`src/rtl/rr_arbiter8.sv`:
```
// Round-robin arbiter for eight requesters sharing one one-hot select resource.
// Define ARB_TIMEOUT_EN to revoke grants held for MAX_HOLD cycles (timeout pulse).
module rr_arbiter8 #(
    parameter int MAX_HOLD = 16,
    parameter int CNT_W    = 8
) (
    input  logic             clk,
    input  logic             rst_n,
    input  logic [7:0]       req,
    output logic             gnt_valid,
    output logic [2:0]       gnt_idx,
    output logic [7:0]       gnt_onehot,
    output logic             timeout,
    output logic             fsm_state,
    output logic [CNT_W-1:0] hold_cnt
);

    typedef enum logic {
        IDLE  = 1'b0,
        GRANT = 1'b1
    } state_t;

    if (MAX_HOLD < 2 || MAX_HOLD > 255 || (1 << CNT_W) <= MAX_HOLD) begin : g_param_check
        $error("rr_arbiter8: MAX_HOLD must be 2..255 and fit in CNT_W bits");
    end

    state_t           state, state_n;
    logic [2:0]       ptr, ptr_n;
    logic [2:0]       gnt_idx_n;
    logic [7:0]       gnt_onehot_n;
    logic             gnt_valid_n;
    logic             timeout_n;
    logic [CNT_W-1:0] cnt_n;
    logic [2:0]       win_idx;
    logic [2:0]       cand;
    logic             found;

    assign fsm_state = state;

    // Scan ptr+1, ptr+2, ... so the last owner gets the lowest priority.
    always_comb begin
        win_idx = '0;
        cand    = '0;
        found   = 1'b0;
        for (int i = 1; i <= 8; i++) begin
            cand = ptr + 3'(i);
            if (!found && req[cand]) begin
                win_idx = cand;
                found   = 1'b1;
            end
        end
    end

    always_comb begin
        state_n      = state;
        ptr_n        = ptr;
        gnt_valid_n  = gnt_valid;
        gnt_idx_n    = gnt_idx;
        gnt_onehot_n = gnt_onehot;
        cnt_n        = hold_cnt;
        timeout_n    = 1'b0;
        case (state)
            IDLE: begin
                if (found) begin
                    state_n      = GRANT;
                    gnt_valid_n  = 1'b1;
                    gnt_idx_n    = win_idx;
                    gnt_onehot_n = 8'b1 << win_idx;
                    cnt_n        = CNT_W'(1);
                end
            end
            GRANT: begin
                if (!req[gnt_idx]) begin
                    state_n      = IDLE;
                    ptr_n        = gnt_idx;
                    gnt_valid_n  = 1'b0;
                    gnt_idx_n    = '0;
                    gnt_onehot_n = '0;
                    cnt_n        = '0;
                end
`ifdef ARB_TIMEOUT_EN
                else if (hold_cnt == CNT_W'(MAX_HOLD)) begin
                    state_n      = IDLE;
                    ptr_n        = gnt_idx;
                    gnt_valid_n  = 1'b0;
                    gnt_idx_n    = '0;
                    gnt_onehot_n = '0;
                    cnt_n        = '0;
                    timeout_n    = 1'b1;
                end
`endif
                else if (hold_cnt != '1) begin
                    cnt_n = hold_cnt + CNT_W'(1);
                end
            end
            default: state_n = IDLE;
        endcase
    end

    always_ff @(posedge clk or negedge rst_n) begin
        if (!rst_n) begin
            state      <= IDLE;
            ptr        <= 3'd7;
            gnt_valid  <= 1'b0;
            gnt_idx    <= '0;
            gnt_onehot <= '0;
            timeout    <= 1'b0;
            hold_cnt   <= '0;
        end else begin
            state      <= state_n;
            ptr        <= ptr_n;
            gnt_valid  <= gnt_valid_n;
            gnt_idx    <= gnt_idx_n;
            gnt_onehot <= gnt_onehot_n;
            timeout    <= timeout_n;
            hold_cnt   <= cnt_n;
        end
    end

endmodule

```
`config.mk`:
```
export PLATFORM = sky130hd
export DESIGN_NAME = rr_arbiter8
export DESIGN_NICKNAME = d
export VERILOG_FILES = /design/src/rtl/rr_arbiter8.sv
export SDC_FILE = /design/constraint.sdc
export NUM_CORES = 1
export LEC_CHECK = 0
export ABC_AREA = 1
export CAP_MARGIN = 20
export CORE_AREA = 4 4 68 70
export CTS_BUF_LIST = sky130_fd_sc_hd__clkbuf_4
export DETAILED_ROUTE_END_ITERATION = 12
export DIE_AREA = 0 0 72 74
export PLACE_DENSITY = 0.79
export SYNTH_ARGS = -nofsm -noshare
export SYNTH_HDL_FRONTEND = slang
export SYNTH_SLANG_ARGS = --single-unit
```
`constraint.sdc`:
```
create_clock -name clk -period 3.3 [get_ports clk]
set_input_delay 0.66 -clock clk [delete_from_list [all_inputs] [get_ports clk]]
set_output_delay 0.66 -clock clk [all_outputs]
set_load 0.005 [all_outputs]
```
==> impl_metrics.json <==
{
  "status": "finished clean",
  "seq_area_frac_synth_pct": 28.0,
  "max_stage_delay_ps": 560,
  "row_count": 23,
  "ys_ff_latch": 24,
  "syn_to_final_growth_pct": 16.7,
  "cts_buffers": 3,
  "synthesis.nets": 325,
  "final_cell_mix": "94 x nand2_1, 40 x nand3_1, 31 x inv_1",
  "synth_area_leaders": "dfrtp_1 24%, nand2_1 16%, nand3_1 9.3%",
  "io_buffers": 30,
  "dieHeight_um": 74,
  "cts.reportedPaths.clkPinSlew_ps": 120,
  "ctsResizeCount": 0,
  "critPathKind": "reg2reg",
  "yosysWarnings": 0,
  "first_pass_iters": 4,
  "critical_path.top_delay_family": "simple AND/OR/NAND/NOR gates",
  "synth_top_area_share_pct": 24.3,
  "min_period_ps": 2870,
  "antenna_found_initial": 0,
  "routed_via_density": 5.34,
  "clkLatencyLatePin_ps": 310,
  "max_freq_ghz": 0.348,
  "cp.required_ps": 3560,
  "grt_pass1_wl_um": 9150,
  "hpwlAfterDp_um": 4100,
  "drc": 0,
  "crit_path_max_fanout": 14,
  "core-area_um2": 3970,
  "drv_cap": 0,
  "grt_max_degree": 25,
  "ir_drop_mv": 0.611,
  "cts_root_buf": "clkbuf_4",
  "post_drt_wl_per_cell_um": 12.8,
  "cts_tree": "built",
  "drt_iter0_drc": 178,
  "path_cells": "inv_2 > ha_1 > inv_2 > nand3_1 > nand2_1 > nand2_1 > nand2_2 > nand4_4 > nor2_8 > nand4_1 > inv_2 > nor2_1 > nor2_1 > nand2_1 > nand2_1",
  "fin_worst_skew_ps": 6.47,
  "arrival_ps": 3130,
  "regArea_um2": 604,
  "drt_wl_total_um": 5020,
  "gp_congestion": 0.907,
  "drive_gt1_share_pct": 18.4,
  "ys_types": 36,
  "vias": 2094,
  "synth.avg_cell_area_um2": 6.93,
  "dieWidth_um": 72,
  "layout_commonest_cell": "nand2_1",
  "crit_path_end_kind": "register",
  "grt_pass1_vias": 2062,
  "ant_nets": 0,
  "slowest_stage": "dfstp_2",
  "diodes": 0,
  "cp_common_cell": "nand2_1",
  "finalSetupViolCount": 0,
  "hold_class": "reg2reg",
  "grt_usage_pct": 20.9,
  "rsz0062_at_grt": "no",
  "hold_violations": 0,
  "dieArea_um2": 5330,
  "leakagePower_nw": 1.25,
  "clockBufferDepth": 2,
  "startpoint_type": "register",
  "cts_setup_buffers": 0,
  "tns_ps": 0,
  "overflow": 0,
  "timing.final.crit_share_pct": 87.0,
  "netlist_instances": 312,
  "powerDensity_nw_per_um2": 1130,
  "multi_input_area_um2": 1350,
  "synth_area_um2": 2160,
  "ioPinCount": 32,
  "nFillCells": 366,
  "fin_util_pct": 63.5,
  "slew_violations": 0,
  "clkSinkCount": 24,
  "initial_core_util_pct": 54.4,
  "path_buf_inv": 3,
  "cts_hold_buf": 0,
  "nNetsFinal": 356,
  "htree_num_levels": 1,
  "yosys.area.top_type": "dfrtp_1"
}
## stage by stage
stage	worst slack (ps)	hold WS, ps	area [um^2]	power, mW	std cells
finish	430	492	2520	2.85	392
global route	199	523	2520	3.15	392
CTS	441	498	2520	2.85	392
detailed placement	453	465	2500	2.71	388
global placement	499	466	2500	2.70	388
floorplan	658	364	2160	2.20	312
## synth_stat cells
library cell / n
nand2_1: 94
nand3_1: 40
inv_1: 31
nor2_1: 23
dfrtp_1: 21
nand3_2: 13
nand2_2: 11
o21ai_0: 11
inv_2: 7
nand4_1: 7
nor3_1: 6
o21ai_2: 6
xor2_1: 4
buf_4: 3
dfstp_2: 3
ha_1: 3
nand2_4: 3
buf_2: 2
buf_6: 2
clkinv_2: 2
nand4_2: 2
nor2_8: 2
o221ai_1: 2
o22ai_1: 2
a21oi_1: 1
a21oi_4: 1
a31oi_4: 1
clkbuf_1: 1
conb_1: 1
nand4_4: 1
nor2_2: 1
nor2_4: 1
nor4_1: 1
o21ai_1: 1
o22ai_2: 1
xor2_2: 1
## cells by family (layout without fill, tap and decap cells)
group / Yosys count / in the layout / share of synthesized area [%]
simple gates: 205 / 205 / 48.8
buf+inv: 48 / 78 / 9.78
compound gates: 26 / 26 / 9.14
flops: 24 / 24 / 28.0
xor+xnor: 5 / 5 / 2.37
fa+ha+maj: 3 / 3 / 1.74
other cells: 1 / 1 / 0.173
## sequential cells by signal (all words and copies together) (netlist names)
signal	count
fsm_state	1
gnt_idx	3
hold_cnt	8
ptr	3
gnt_valid	1
gnt_onehot	8
## worst reg2reg max path, cell delays in order, from the launching register on
cell,delay [ps]
dfstp_2,560
inv_2,120
ha_1,460
inv_2,200
nand3_1,190
nand2_1,110
nand2_1,60
nand2_2,140
nand4_4,170
nor2_8,190
nand4_1,160
inv_2,70
nor2_1,70
nor2_1,150
nand2_1,90
nand2_1,70
## layout make-up
cell class,instances,area share (%)
clock buffer,3,0.893
clock inverter,1,0.149
inverter,40,6.05
multi-input combinational,240,53.4
sequential,24,24.0
tap,50,2.48
timing repair buffer,34,13.1
## where the power goes
group          internal, mW  switching, mW  leakage (nW)
Sequential            0.391         0.0865         0.309
Clock                0.0442         0.0818        0.0154
Combinational         0.744           1.51         0.928
Total                  1.18           1.67          1.25
## final timing paths
path,from,end,slack [ps],depth (start not counted)
max,ptr[0]$_DFFE_PN1P_,gnt_onehot[2]$_DFFE_PN0P_,430,15
min,gnt_valid$_DFFE_PN0P_,gnt_valid$_DFFE_PN0P_,490,2
max reg2reg,ptr[0]$_DFFE_PN1P_,gnt_onehot[2]$_DFFE_PN0P_,430,15
min reg2reg,gnt_valid$_DFFE_PN0P_,gnt_valid$_DFFE_PN0P_,490,2
max in group asynchronous,rst_n,ptr[2]$_DFFE_PN1P_,2330,2
min in group asynchronous,rst_n,gnt_onehot[4]$_DFFE_PN0P_,680,2
## layer usage
| metal | GRT usage [%] | part of all wire, % |
|---|---|---|
| met5 | 0 | 0 |
| met4 | 6.89 | 1.5 |
| met3 | 1.76 | 2.5 |
| met2 | 35.5 | 49 |
| met1 | 28.5 | 47 |
Note: power is estimated with default switching activity, not from simulation.
